<file path="src/rtl/fpu_i2f_arbiter_if.sv">
// rtl/fpu_i2f_arbiter_if.sv - requester and converter handshake bundle for fpu_i2f_arbiter
interface fpu_i2f_arbiter_if #(
   parameter int N_REQ = 2
);
   logic [N_REQ-1:0]    req_stb;
   logic [32*N_REQ-1:0] req_data;
   logic [N_REQ-1:0]    req_ack;
   logic [N_REQ-1:0]    resp_stb;
   logic [31:0]         resp_data;
   logic [N_REQ-1:0]    resp_ack;
   logic [31:0]         cvt_a;
   logic                cvt_a_stb;
   logic                cvt_a_ack;
   logic [31:0]         cvt_z;
   logic                cvt_z_stb;
   logic                cvt_z_ack;

   modport master (
      input  req_stb, req_data, resp_ack, cvt_a_ack, cvt_z, cvt_z_stb,
      output req_ack, resp_stb, resp_data, cvt_a, cvt_a_stb, cvt_z_ack
   );

   modport slave (
      output req_stb, req_data, resp_ack, cvt_a_ack, cvt_z, cvt_z_stb,
      input  req_ack, resp_stb, resp_data, cvt_a, cvt_a_stb, cvt_z_ack
   );
endinterface

</file>
<file path="src/rtl/fpu_i2f_arbiter.sv">
// rtl/fpu_i2f_arbiter.sv - round-robin sharing of one int_to_float converter between N_REQ requesters
module fpu_i2f_arbiter #(
   parameter int N_REQ   = 2,
   parameter int ID_W    = 1,
   parameter int TIMEOUT = 64
) (
   input  logic              clk,
   input  logic              rst,
   fpu_i2f_arbiter_if.master bus,
   output logic              busy,
   output logic [ID_W-1:0]   grant_id,
   output logic              timeout_err
);
   localparam int                WD_W    = (TIMEOUT > 2) ? $clog2(TIMEOUT) : 1;
   localparam logic [WD_W-1:0]   WD_LAST = WD_W'(TIMEOUT - 1);
   localparam logic [31:0]       QNAN    = 32'h7FC0_0000;
   localparam logic [N_REQ-1:0]  ONE     = N_REQ'(1);
   localparam logic [ID_W-1:0]   LAST_ID = ID_W'(N_REQ - 1);

   typedef enum logic [1:0] {
      S_IDLE,
      S_ISSUE,
      S_WAIT,
      S_RETURN
   } state_t;

   state_t            state_q, state_d;
   logic [ID_W-1:0]   rr_ptr_q, rr_ptr_d;
   logic [ID_W-1:0]   grant_q, grant_d;
   logic [31:0]       operand_q, operand_d;
   logic [31:0]       result_q, result_d;
   logic [N_REQ-1:0]  req_ack_q, req_ack_d;
   logic [N_REQ-1:0]  resp_stb_q, resp_stb_d;
   logic              a_stb_q, a_stb_d;
   logic              z_ack_q, z_ack_d;
   logic [WD_W-1:0]   wdog_q, wdog_d;
   logic              terr_q, terr_d;
   logic              busy_q, busy_d;

   logic              found;
   logic [ID_W-1:0]   pick;
   logic [ID_W-1:0]   cand;

   // First requester at or after rr_ptr, wrapping around.
   always_comb begin
      found = 1'b0;
      pick  = rr_ptr_q;
      cand  = '0;
      for (int k = 0; k < N_REQ; k++) begin
         cand = ID_W'((int'(rr_ptr_q) + k) % N_REQ);
         if (!found && bus.req_stb[cand]) begin
            found = 1'b1;
            pick  = cand;
         end
      end
   end

   always_comb begin
      state_d    = state_q;
      rr_ptr_d   = rr_ptr_q;
      grant_d    = grant_q;
      operand_d  = operand_q;
      result_d   = result_q;
      req_ack_d  = '0;
      resp_stb_d = resp_stb_q;
      a_stb_d    = a_stb_q;
      z_ack_d    = z_ack_q;
      wdog_d     = wdog_q;
      terr_d     = terr_q;

      case (state_q)
         S_IDLE: begin
            if (found) begin
               grant_d   = pick;
               operand_d = bus.req_data[{pick, 5'd0} +: 32];
               req_ack_d = ONE << pick;
               a_stb_d   = 1'b1;
               wdog_d    = '0;
               state_d   = S_ISSUE;
            end
         end

         S_ISSUE: begin
            wdog_d = wdog_q + WD_W'(1);
            if (wdog_q == WD_LAST) begin
               a_stb_d    = 1'b0;
               terr_d     = 1'b1;
               result_d   = QNAN;
               resp_stb_d = ONE << grant_q;
               state_d    = S_RETURN;
            end else if (bus.cvt_a_ack) begin
               a_stb_d = 1'b0;
               z_ack_d = 1'b1;
               state_d = S_WAIT;
            end
         end

         S_WAIT: begin
            wdog_d = wdog_q + WD_W'(1);
            // A result arriving on the expiry cycle is still delivered.
            if (bus.cvt_z_stb && z_ack_q) begin
               z_ack_d    = 1'b0;
               result_d   = bus.cvt_z;
               resp_stb_d = ONE << grant_q;
               state_d    = S_RETURN;
            end else if (wdog_q == WD_LAST) begin
               z_ack_d    = 1'b0;
               terr_d     = 1'b1;
               result_d   = QNAN;
               resp_stb_d = ONE << grant_q;
               state_d    = S_RETURN;
            end
         end

         S_RETURN: begin
            if (bus.resp_ack[grant_q]) begin
               resp_stb_d = '0;
               rr_ptr_d   = (grant_q == LAST_ID) ? '0 : grant_q + ID_W'(1);
               state_d    = S_IDLE;
            end
         end

         default: state_d = S_IDLE;
      endcase

      busy_d = (state_d != S_IDLE);
   end

   always_ff @(posedge clk or negedge rst) begin
      if (!rst) begin
         state_q <= S_IDLE;
      end else begin
         state_q <= state_d;
      end
   end

   always_ff @(posedge clk or negedge rst) begin
      if (!rst) begin
         rr_ptr_q   <= '0;
         grant_q    <= '0;
         operand_q  <= '0;
         result_q   <= '0;
         req_ack_q  <= '0;
         resp_stb_q <= '0;
         a_stb_q    <= 1'b0;
         z_ack_q    <= 1'b0;
         wdog_q     <= '0;
         terr_q     <= 1'b0;
         busy_q     <= 1'b0;
      end else begin
         rr_ptr_q   <= rr_ptr_d;
         grant_q    <= grant_d;
         operand_q  <= operand_d;
         result_q   <= result_d;
         req_ack_q  <= req_ack_d;
         resp_stb_q <= resp_stb_d;
         a_stb_q    <= a_stb_d;
         z_ack_q    <= z_ack_d;
         wdog_q     <= wdog_d;
         terr_q     <= terr_d;
         busy_q     <= busy_d;
      end
   end

   assign bus.req_ack   = req_ack_q;
   assign bus.resp_stb  = resp_stb_q;
   assign bus.resp_data = result_q;
   assign bus.cvt_a     = operand_q;
   assign bus.cvt_a_stb = a_stb_q;
   assign bus.cvt_z_ack = z_ack_q;
   assign busy          = busy_q;
   assign grant_id      = grant_q;
   assign timeout_err   = terr_q;
endmodule

</file>
<file path="src/flat_wrapper.sv">
// flat-port wrapper written by rule: the top's interface ports become plain ports
module fpu_i2f_arbiter_flat 
#(
   parameter int N_REQ   = 2,
   parameter int ID_W    = 1,
   parameter int TIMEOUT = 64
)
  (clk, rst, busy, grant_id, timeout_err, bus_req_stb, bus_req_data, bus_resp_ack, bus_cvt_a_ack, bus_cvt_z, bus_cvt_z_stb, bus_req_ack, bus_resp_stb, bus_resp_data, bus_cvt_a, bus_cvt_a_stb, bus_cvt_z_ack);
  fpu_i2f_arbiter_if #(.N_REQ(N_REQ)) bus_i ();
  input  logic clk;
  input  logic rst;
  output logic busy;
  output logic [ID_W-1:0] grant_id;
  output logic timeout_err;
  input wire logic [$bits(bus_i.req_stb)-1:0] bus_req_stb;
  input wire logic [$bits(bus_i.req_data)-1:0] bus_req_data;
  input wire logic [$bits(bus_i.resp_ack)-1:0] bus_resp_ack;
  input wire logic [$bits(bus_i.cvt_a_ack)-1:0] bus_cvt_a_ack;
  input wire logic [$bits(bus_i.cvt_z)-1:0] bus_cvt_z;
  input wire logic [$bits(bus_i.cvt_z_stb)-1:0] bus_cvt_z_stb;
  output wire logic [$bits(bus_i.req_ack)-1:0] bus_req_ack;
  output wire logic [$bits(bus_i.resp_stb)-1:0] bus_resp_stb;
  output wire logic [$bits(bus_i.resp_data)-1:0] bus_resp_data;
  output wire logic [$bits(bus_i.cvt_a)-1:0] bus_cvt_a;
  output wire logic [$bits(bus_i.cvt_a_stb)-1:0] bus_cvt_a_stb;
  output wire logic [$bits(bus_i.cvt_z_ack)-1:0] bus_cvt_z_ack;
  assign bus_i.req_stb = bus_req_stb;
  assign bus_i.req_data = bus_req_data;
  assign bus_i.resp_ack = bus_resp_ack;
  assign bus_i.cvt_a_ack = bus_cvt_a_ack;
  assign bus_i.cvt_z = bus_cvt_z;
  assign bus_i.cvt_z_stb = bus_cvt_z_stb;
  assign bus_req_ack = bus_i.req_ack;
  assign bus_resp_stb = bus_i.resp_stb;
  assign bus_resp_data = bus_i.resp_data;
  assign bus_cvt_a = bus_i.cvt_a;
  assign bus_cvt_a_stb = bus_i.cvt_a_stb;
  assign bus_cvt_z_ack = bus_i.cvt_z_ack;
  fpu_i2f_arbiter #(.N_REQ(N_REQ), .ID_W(ID_W), .TIMEOUT(TIMEOUT)) u_core (.clk(clk), .rst(rst), .bus(bus_i), .busy(busy), .grant_id(grant_id), .timeout_err(timeout_err));
endmodule
</file>
<file path="config.mk">
export PLATFORM = sky130hd
export DESIGN_NAME = fpu_i2f_arbiter_flat
export DESIGN_NICKNAME = d
export VERILOG_FILES = /design/src/rtl/fpu_i2f_arbiter_if.sv /design/src/rtl/fpu_i2f_arbiter.sv /design/src/flat_wrapper.sv
export SDC_FILE = /design/constraint.sdc
export NUM_CORES = 1
export LEC_CHECK = 0
export BUFFER_PORTS_ARGS = -buffer_cell sky130_fd_sc_hd__buf_2
export CORE_ASPECT_RATIO = 1.75
export CORE_MARGIN = 2
export CORE_UTILIZATION = 45
export CTS_CLUSTER_SIZE = 16
export DETAILED_ROUTE_END_ITERATION = 7
export PLACE_DENSITY = 0.79
export SLEW_MARGIN = 20
export SYNTH_ARGS = -nofsm -noshare
export SYNTH_HDL_FRONTEND = slang
export SYNTH_SLANG_ARGS = --single-unit
export TNS_END_PERCENT = 100
</file>
<file path="constraint.sdc">
create_clock -name clk -period 2.15 [get_ports clk]
set_input_delay 0.215 -clock clk [delete_from_list [all_inputs] [get_ports clk]]
set_output_delay 0.215 -clock clk [all_outputs]
set_load 0.05 [all_outputs]
</file>
==> impl_metrics.csv, run 1 <==
group,metric,value,unit
yosys,syn_area_per_cell,11.9,µm²
cells_and_area,nNetsFinal,585,
timing,finalSetupViolCount,0,
power_and_ir_drop,power.density,1740,nW/µm²
timing,fin_crit_sh,92.0,%
global_routing,grt_antenna_before_repair,0,
timing,hold_violations,0,
worst_setup_path,r2r_start,"u_core.state_q[0]",
floorplanning,rows,42,
floorplanning,die_h,121,µm
worst_setup_path,cp_max_fo,23,
timing,fin_crit,1980,ps
cells_and_area,syn_to_final_growth,37.8,%
worst_setup_path,startpoint,"u_core.state_q[0]",
clocking,clockRootBuffer,"clkbuf_16",
global_routing,grt_pass1_vias,3184,
placed_design,dp_hpwl,7.01,mm
flow_run,cap_violations,0,
worst_setup_path,required,2370,ps
timing,tns,0,ps
yosys,yosysSeqAreaShare,57.8,%
cells_and_area,fillers,566,
clocking,clk_pin_slew_worst_paths,60,ps
yosys,synth.largest_area_cell,"dfrtp_1",
global_routing,grt_pass1_wl,15.1,mm
floorplanning,start_util,46.6,%
global_routing,grt_use_met3,4.49,%
clocking,cts_tree,"yes",
yosys,synth_ff_type,"dfrtp_1",
worst_setup_path,crit_chain,"inv_1 > ha_1 > nand3_1 > o21ai_2 > nand2_2 > a22o_1",
clocking,cts.sinks,82,
global_routing,grt_busiest_layer,"met2",
cells_and_area,final_cell_mix,"buf_2 (175), dfrtp_1 (82), inv_1 (36), a222oi_1 (32), a22o_1 (26)",
cells_and_area,antennaDiodeCount,0,
global_routing,grt_start_max_net_pins,44,
yosys,yosys_warnings,0,
timing,fmax,505,MHz
clocking,clk-insertion-delay-late,330,ps
power_and_ir_drop,power.internal,4.42,mW
yosys,synthAdderAreaFrac,2.12,%
floorplanning,die_area,8640,µm²
yosys,synthXorXnorAreaFrac,0.247,%
placed_design,dpl_cell_area,4550,µm²
drt,vias_per_cell,5.63,
power_and_ir_drop,pwr-share-seq,29.7,%
drt,antenna_left,0,
floorplanning,core-area,7620,µm²
global_routing,grt_use_met1,24.6,%
power_and_ir_drop,power_frac_comb,50.7,%
clocking,cts_buffers,9,
drt,vias,3198,
timing,clock_skew,7.28,ps
timing,max_slew_margin,64.9,%
timing,drv_slew,0,
power_and_ir_drop,pwr-share-clk,19.6,%
cells_and_area,final_common_cell,"buf_2",
power_and_ir_drop,p_leak,2.60,nW
yosys,async_flop_share,100,%
worst_setup_path,regToRegSetupSlack,170,ps
clocking,cts_buffer_depth,2,
outcome,status,"completed",
yosys,synth_mux_area_share,0.846,%
drt,wire_per_inst,16.8,µm
yosys,syn_inst,298,
yosys,netlist_area,3550,µm²
yosys,synth_compound_area_share,25.8,%
yosys,syn_nets,408,
hold_path,min-delay-path-class,"in -> reg",
power_and_ir_drop,netSwitchingFraction,47.9,%
power_and_ir_drop,p_sw,4.07,mW
drt,drt_iter0_markers,280,
yosys,synth_top_family_by_area,"compound AO/OA/AOI/OAI gates",
placed_design,gp_congestion,0.887,
drt,drc_errors,0,
yosys,synth-edff-count,0,
cells_and_area,fin_area,4890,µm²
timing,rsz0062_at_grt,"false",
yosys,synth_cell_type_count,48,
drt,wl,9.52,mm
yosys,yosys.area_share.simple,6.52,%
timing,max_slew.worst_pin.slew,526,ps
cells_and_area,drive_gt1_share,43.8,%
worst_setup_path,cp_slowest_cell,"dfrtp_1",
power_and_ir_drop,vdd_drop_max,1.29,mV
yosys,yosys_register_bits,82,
floorplanning,fp.dieW,71.1,µm
global_routing,use_met2,40.8,%
global_routing,gr-usage-all-layers,22.4,%
worst_setup_path,cp-end-kind,"flip-flop",
worst_setup_path,crit_path_max_incr_delay,440,ps
worst_setup_path,arrival,2190,ps
yosys,synth.area.top_cells,"dfrtp_1 (58%), a222oi_1 (9.0%), a22o_1 (6.4%)",
global_routing,overflow,0,
clocking,cts_setup_buffers,0,
hold_path,hold_path.startpoint,"bus_req_data[57]",
clocking,cts_max_level,3,
worst_setup_path,critPathLaunchType,"flip-flop",
drt,firstDrtPassIters,6,
yosys,netlist.area_leader.share,57.8,%
placed_design,io_buffers,176,
floorplanning,ios,177,
worst_setup_path,critPathKind,"reg -> reg",
==> sequential cells by signal, indices dropped and copies added (netlist names) <==
name	flops
u_core.bus.req_ack	2
u_core.grant_id	1
u_core.rr_ptr_q	1
u_core.wdog_q	6
u_core.bus.resp_stb	2
u_core.bus.cvt_a	32
u_core.timeout_err	1
u_core.bus.resp_data	32
u_core.state_q	2
u_core.bus.cvt_a_stb	1
u_core.bus.cvt_z_ack	1
u_core.busy	1
==> final timing paths <==
kind / endpoint / cells after the start
hold / removal: u_core.bus.cvt_a[25] / 3
max in group asynchronous: u_core.wdog_q[4] / 3
hold reg to reg: u_core.timeout_err / 1
min in group asynchronous: u_core.bus.resp_data[29] / 2
setup / recovery: u_core.bus.resp_data[20] / 6
setup reg to reg: u_core.bus.resp_data[20] / 6
==> synth_stat cells (6+ instances only) <==
cell type and number:
nor2_1 7, buf_2 14, o22a_1 9, ha_1 6, o21ai_0 7, dfrtp_1 82
a21oi_1 10, nand2_1 14, inv_1 36, a22o_1 26, a222oi_1 32
==> timing repair <==
action,4_1_cts,5_1_grt
hold buffers,1,0
endpoints found under the hold margin,39,0
resized for setup,0,1
endpoints found under the setup margin,0,25
==> power groups by stage <==
| stage | clock [mW] | combinational (mW) | sequential (mW) |
|---|---|---|---|
| 4_1_cts | 1.70 | 4.30 | 2.52 |
| 6_report | 1.67 | 4.30 | 2.52 |
| 5_1_grt | 1.77 | 4.57 | 2.58 |
| 2_1_floorplan | 0 | 1.45 | 4.27 |
| 3_3_place_gp | 0 | 4.20 | 2.51 |
| 3_5_place_dp | 0 | 4.28 | 2.52 |
==> per-stage QoR <==
step | total power [mW] | worst slack (ps) | utilization [%] | hold slack, ps | std cells
floorplan | 5.72 | 440 | - | -80.6 | 298
global placement | 6.71 | 247 | 59.7 | 215 | 551
detailed placement | 6.80 | 169 | 59.7 | 221 | 551
CTS | 8.51 | 130 | 64.1 | 84.7 | 568
global route | 8.92 | 21.7 | 64.2 | 82.9 | 568
finish | 8.49 | 172 | 64.2 | 90.2 | 568
==> metal layers <==
| metal | vias up | wire length [µm] |
|---|---|---|
| li1 | 1489 | - |
| met1 | 1568 | 3430 |
| met2 | 126 | 5400 |
| met3 | 15 | 533 |
| met4 | 0 | 155 |
| met5 | - | 0 |
==> critical path, delay by kind of cell (launching register included) <==
family | cells | cell delay (ps)
buffers and inverters | 1 | 160
adder cells (fa/ha/maj) | 1 | 340
flip-flops | 1 | 440
AND/OR/NAND/NOR | 2 | 470
AO/OA/AOI/OAI | 2 | 440
==> kinds of logic (layout without fill, tap and decap cells) <==
group / after synthesis / in the layout
buf+inv: 54 / 236
compound gates: 109 / 109
mux: 3 / 3
fa+ha+maj: 6 / 6
xor+xnor: 1 / 1
simple gates: 43 / 43
flops: 82 / 82
==> cell type report <==
class	count	area, µm²	share of cell area [%]
Multi-Input combinational cell	162	1270	26.0
Timing Repair Buffer	183	988	20.2
Clock buffer	11	243	4.97
Clock inverter	5	85.1	1.74
Sequential cell	82	2050	42.0
Tap cell	88	110	2.25
Inverter	37	139	2.84
(Power assumes the default switching activity.)
==> run 2, diff against run 1 <==
- HOLD_SLACK_MARGIN: not set -> 0.15
- RECOVER_POWER: not set -> 25
==> run 2 against run 1 <==
Critical path type is now in -> reg. Non-clock buffer count grew 97. Sequential share of layout area shrank 6.9 points. Global-route usage grew 9.6 points. Critical path depth grew 1.
==> impl_metrics.csv, run 2 (synthesis gave the netlist of run 1 again) <==
group,metric,value,unit
outcome,status,"completed",
drt,vias_per_cell,5.88,
floorplanning,fp.dieW,71.1,µm
floorplanning,rows,42,
drt,wire_per_inst,20.3,µm
clocking,cts_buffer_depth,2,
timing,fmax,500,MHz
cells_and_area,final_cell_mix,"buf_2 (174), dlygate4sd3_1 (98), dfrtp_1 (82), inv_1 (36), a222oi_1 (32)",
worst_setup_path,worst-path-buf-inv,4,
timing,finalSetupViolCount,0,
clocking,cts_setup_buffers,0,
worst_setup_path,arrival,2200,ps
cells_and_area,drive_gt1_share,36.2,%
worst_setup_path,critPathKind,"in -> reg",
power_and_ir_drop,vdd_drop_max,1.32,mV
clocking,clk-insertion-delay-late,340,ps
global_routing,gr-usage-all-layers,32.0,%
clocking,cts.sinks,82,
cells_and_area,final_common_cell,"buf_2",
drt,routed-wl-met2,7.27,mm
clocking,clk_pin_slew_worst_paths,60,ps
floorplanning,core-area,7620,µm²
cells_and_area,fillers,414,
timing,fin_crit_sh,93.1,%
placed_design,io_buffers,176,
worst_setup_path,crit_family,"buffers and inverters",
timing,drv_slew,0,
timing,max_slew_margin,33.7,%
cells_and_area,syn_to_final_growth,64.8,%
clocking,cts_max_level,3,
placed_design,gp_congestion,0.887,
global_routing,grt_antenna_before_repair,1,
worst_setup_path,critPathLaunchType,"input port",
worst_setup_path,crit_chain,"dlygate4sd3_1 > buf_2 > or2_1 > nand2_1 > buf_4 > a222oi_1 > inv_1",
clocking,cts_tree,"yes",
placed_design,dpl_cell_area,4550,µm²
drt,drt_iter0_markers,488,
drt,highest_layer,"met4",
floorplanning,die_area,8640,µm²
global_routing,grt_pass1_wl,21.0,mm
global_routing,overflow,0,
flow_run,cap_violations,0,
cells_and_area,fin_area,5850,µm²
placed_design,dp_hpwl,7.01,mm
drt,wl,13.5,mm
cells_and_area,final_util,76.7,%
timing,rsz0062_at_grt,"false",
global_routing,grt_pass1_vias,4172,
power_and_ir_drop,power.density,1520,nW/µm²
floorplanning,die_h,121,µm
cells_and_area,nNetsFinal,682,
drt,drc_errors,0,
power_and_ir_drop,p_leak,3.00,nW
worst_setup_path,cp_max_fo,33,
worst_setup_path,cp-end-kind,"flip-flop",
floorplanning,start_util,46.6,%
timing,fin_crit,2000,ps
worst_setup_path,cp_slowest_cell,"dlygate4sd3_1",
floorplanning,ios,177,
worst_setup_path,required,2350,ps
drt,vias,3922,
clocking,clockRootBuffer,"clkbuf_16",
timing,hold-worst-slack,182,ps
timing,hold_violations,0,
clocking,cts_buffers,9,
hold_path,min-delay-path-class,"in -> reg",
worst_setup_path,crit_path_max_incr_delay,520,ps
timing,tns,0,ps
drt,firstDrtPassIters,7,
drt,antenna_left,0,
timing,clock_skew,8.85,ps
timing,max_slew.worst_pin.slew,995,ps
drt,wl_met1,4.53,mm
global_routing,grt_start_max_net_pins,44,
drt,dr_wl_met3,972,µm
==> run 2: area by class of cell <==
class | count | area (µm²) | area share (%)
antenna | 2 | 5.00 | 0.0856
clock buffer | 11 | 243 | 4.15
clock inverter | 5 | 85.1 | 1.45
inverter | 37 | 139 | 2.37
multi-input combinational | 162 | 1270 | 21.7
sequential | 82 | 2050 | 35.1
tap | 88 | 110 | 1.88
timing repair buffer | 280 | 1940 | 33.2
==> run 2: tightest hold or removal path, stage by stage <==
cell     delay, ps
buf_2          110
nand2_1         50
nand2_1         40
o21ai_0         70
==> run 2: per-layer routing <==
metal	track usage, %	up-vias
met1	32.9	1891
met3	7.39	77
met2	56.3	268
met5	0	-
li1	-	1686
met4	21.3	0
==> run 2: timing repair <==
item,CTS,global route
hold buffers,98,0
endpoints found under the hold margin,104,0
gates resized for setup,0,1
endpoints found under the setup margin,0,34
==> run 2: worst paths after layout <==
check,start,endpoint,slack (ps),cells after the start
max,bus_req_stb[1],u_core.bus.cvt_a[11],150,7
min,bus_resp_ack[1],u_core.rr_ptr_q,180,4
max reg2reg,u_core.state_q[0],u_core.bus.resp_data[20],170,6
min reg2reg,u_core.timeout_err,u_core.timeout_err,460,1
max in group asynchronous,rst,u_core.wdog_q[4],350,3
min in group asynchronous,rst,u_core.bus.resp_data[29],590,2
==> run 2: report_power, final <==
| group | total, mW | internal (mW) | switching [mW] |
|---|---|---|---|
| Sequential | 2.57 | 2.12 | 0.451 |
| Combinational | 4.61 | 1.35 | 3.26 |
| Clock | 1.70 | 1.06 | 0.640 |
==> run 2: metrics by stage <==
step | setup slack (ps) | instances | power [mW]
after global placement | 247 | 551 | 6.71
after CTS | 130 | 665 | 8.64
after global routing | 10.9 | 666 | 9.24
after detailed placement | 169 | 551 | 6.80
final | 148 | 667 | 8.88
after floorplan | 440 | 298 | 5.72
==> run 3, diff against run 2 <==
- ABC_AREA: not set -> 1
- PLACE_DENSITY: 0.79 -> 0.78
- RECOVER_POWER: 25 -> not set
- SETUP_SLACK_MARGIN: not set -> 0.15
==> run 3 against run 2 <==
Clock-buffer cell count is 2 higher. Hold slack lost 23 ps. Area after synthesis up 6.5%. Utilization shrank 3.5 points. Final area increased by 2.8%. Sequential share of layout area down 0.95 points. Critical path depth fell by 1. Worst setup slack improved by 250 ps. Global-route usage shrank 4.5 points. Clock power down 8%. Critical path type is now reg -> reg.
==> impl_metrics.csv, run 3 <==
group,metric,value,unit
yosys,yosysSeqAreaShare,54.3,%
timing,max_slew.worst_pin.slew,622,ps
yosys,synth_ff_type,"dfrtp_1",
global_routing,grt_antenna_before_repair,0,
drt,vias_per_cell,5.21,
flow_run,cap_violations,0,
hold_path,hold_depth,3,
yosys,synth.area.top_cells,"dfrtp_1 (54%), nand3_1 (13%), nand2_1 (10%)",
timing,fin_crit_sh,81.3,%
placed_design,dpl_cell_area,4750,µm²
drt,antenna_left,0,
cells_and_area,drive_gt1_share,29.1,%
global_routing,gr-usage-all-layers,27.5,%
yosys,yosys_warnings,0,
clocking,cts_buffer_depth,2,
cells_and_area,nNetsFinal,831,
global_routing,overflow,0,
timing,tns,0,ps
yosys,yosys_register_bits,82,
yosys,syn_area_per_cell,8.38,µm²
floorplanning,core-area,8200,µm²
hold_path,min-delay-path-class,"in -> reg",
worst_setup_path,cp_max_fo,32,
power_and_ir_drop,p_total,9.51,mW
drt,vias,4259,
outcome,status,"completed",
timing,fmax,572,MHz
yosys,synth.largest_area_cell,"dfrtp_1",
floorplanning,start_util,46.1,%
clocking,clk_pin_slew_worst_paths,60,ps
global_routing,grt_pass1_vias,4246,
clocking,cts.sinks,82,
worst_setup_path,timing.rr.end,"u_core.bus.resp_data[13]",
floorplanning,fp.dieW,73.3,µm
global_routing,grt_start_max_net_pins,51,
drt,wl,12.4,mm
placed_design,io_buffers,176,
cells_and_area,fin_area,6010,µm²
global_routing,grt_pass1_wl,19.6,mm
floorplanning,die_area,9180,µm²
placed_design,gp_congestion,0.838,
placed_design,dp_slack,384,ps
drt,firstDrtPassIters,6,
cells_and_area,syn_to_final_growth,59.0,%
cells_and_area,antennaDiodeCount,0,
power_and_ir_drop,p_leak,3.14,nW
worst_setup_path,regToRegSetupSlack,400,ps
yosys,syn_nets,561,
worst_setup_path,cp-end-kind,"flip-flop",
yosys,synth_cell_type_count,27,
yosys,synth.most_common_cell,"nand2_1",
drt,drc_errors,0,
placed_design,dp_hpwl,7.06,mm
clocking,postCtsHoldBufs,95,
worst_setup_path,r2r_start,"u_core.state_q[0]",
timing,hold_violations,0,
timing,drv_slew,0,
clocking,clk-insertion-delay-late,340,ps
hold_path,min_to,"u_core.rr_ptr_q",
timing,rsz0062_at_grt,"false",
power_and_ir_drop,vdd_drop_max,1.03,mV
timing,finalSetupViolCount,0,
worst_setup_path,arrival,1950,ps
yosys,netlist.area_leader.share,54.3,%
timing,max_slew_margin,58.5,%
floorplanning,rows,44,
floorplanning,ios,177,
worst_setup_path,critPathLaunchType,"flip-flop",
timing,clock_skew,7.56,ps
clocking,cts_buffers,9,
clocking,clockRootBuffer,"clkbuf_16",
yosys,netlist_top_cells_count,"nand2_1 (101), nand3_1 (99), dfrtp_1 (82), inv_1 (45), o21ai_0 (28)",
clocking,cts_tree,"yes",
cells_and_area,final_common_cell,"buf_2",
yosys,synth-edff-count,0,
worst_setup_path,required,2350,ps
yosys,netlist_area,3780,µm²
floorplanning,die_h,125,µm
clocking,cts_resized,0,
worst_setup_path,critPathKind,"reg -> reg",
hold_path,hold_path.startpoint,"bus_resp_ack[0]",
clocking,cts_max_level,3,
timing,fin_crit,1750,ps
cells_and_area,final_cell_mix,"buf_2 (175), nand2_1 (101), nand3_1 (99), dlygate4sd3_1 (95), dfrtp_1 (82)",
timing,fin_ws,402,ps
clocking,cts_setup_buffers,0,
yosys,async_flop_share,100,%
worst_setup_path,ff2ff_path_depth,6,
yosys,syn_inst,451,
cells_and_area,fillers,558,
drt,wire_per_inst,15.1,µm
drt,drt_iter0_markers,275,
power_and_ir_drop,power.density,1580,nW/µm²
[run 3: metal layers]
metal	up-vias	global-route usage, %	routed length (µm)
met1	1973	30.7	4550
li1	2012	-	-
met2	239	47.0	6340
met5	-	0	0
met3	35	6.85	1010
met4	0	13.9	448
[run 3: critical path, cell delays in order, from the launching register on]
cell and delay, ps:
dfrtp_1 420, inv_1 140, ha_1 280, nand3_2 170
a21oi_4 170, buf_4 300, o21ai_0 130
[run 3: through the flow]
stage | std cells | hold slack (ps) | util [%]
floorplan | 451 | -80.6 | -
global placement | 707 | 273 | 57.9
detailed placement | 707 | 274 | 57.9
CTS | 817 | 152 | 73.3
global route | 817 | 155 | 73.3
finish | 817 | 158 | 73.3
[run 3: cell type report]
class	count	area, µm²	area share (%)
clock buffer	13	270	4.50
tap	92	115	1.92
inverter	46	173	2.87
clock inverter	2	35.0	0.583
timing repair buffer	281	1920	32.0
sequential	82	2050	34.1
multi-input combinational	301	1440	24.0
[run 3: cells by family after synthesis]
group / Yosys count / synth area share, %
AND/OR/NAND/NOR: 249 / 29.4
buffers and inverters: 68 / 7.55
flip-flops: 82 / 54.3
adder cells (fa/ha/maj): 7 / 2.25
AO/OA/AOI/OAI: 45 / 6.55
[run 3: power by group]
part	internal, mW	leakage, nW	switching, mW
clock network	0.986	0.152	0.575
registers	2.26	1.01	0.444
logic	1.29	1.98	3.96
[run 3: how the worst max path moves through the flow]
stage,startpoint,endpoint,cells past startpoint
CTS,u_core.rr_ptr_q,u_core.bus.cvt_a[25],3
finish,u_core.state_q[0],u_core.bus.resp_data[13],6
floorplan,u_core.state_q[0],u_core.bus.resp_data[12],6
global route,u_core.state_q[0],u_core.bus.resp_data[0],7
global placement,bus_req_stb[0],u_core.bus.cvt_a[1],5
detailed placement,bus_req_stb[0],u_core.bus.cvt_a[25],5
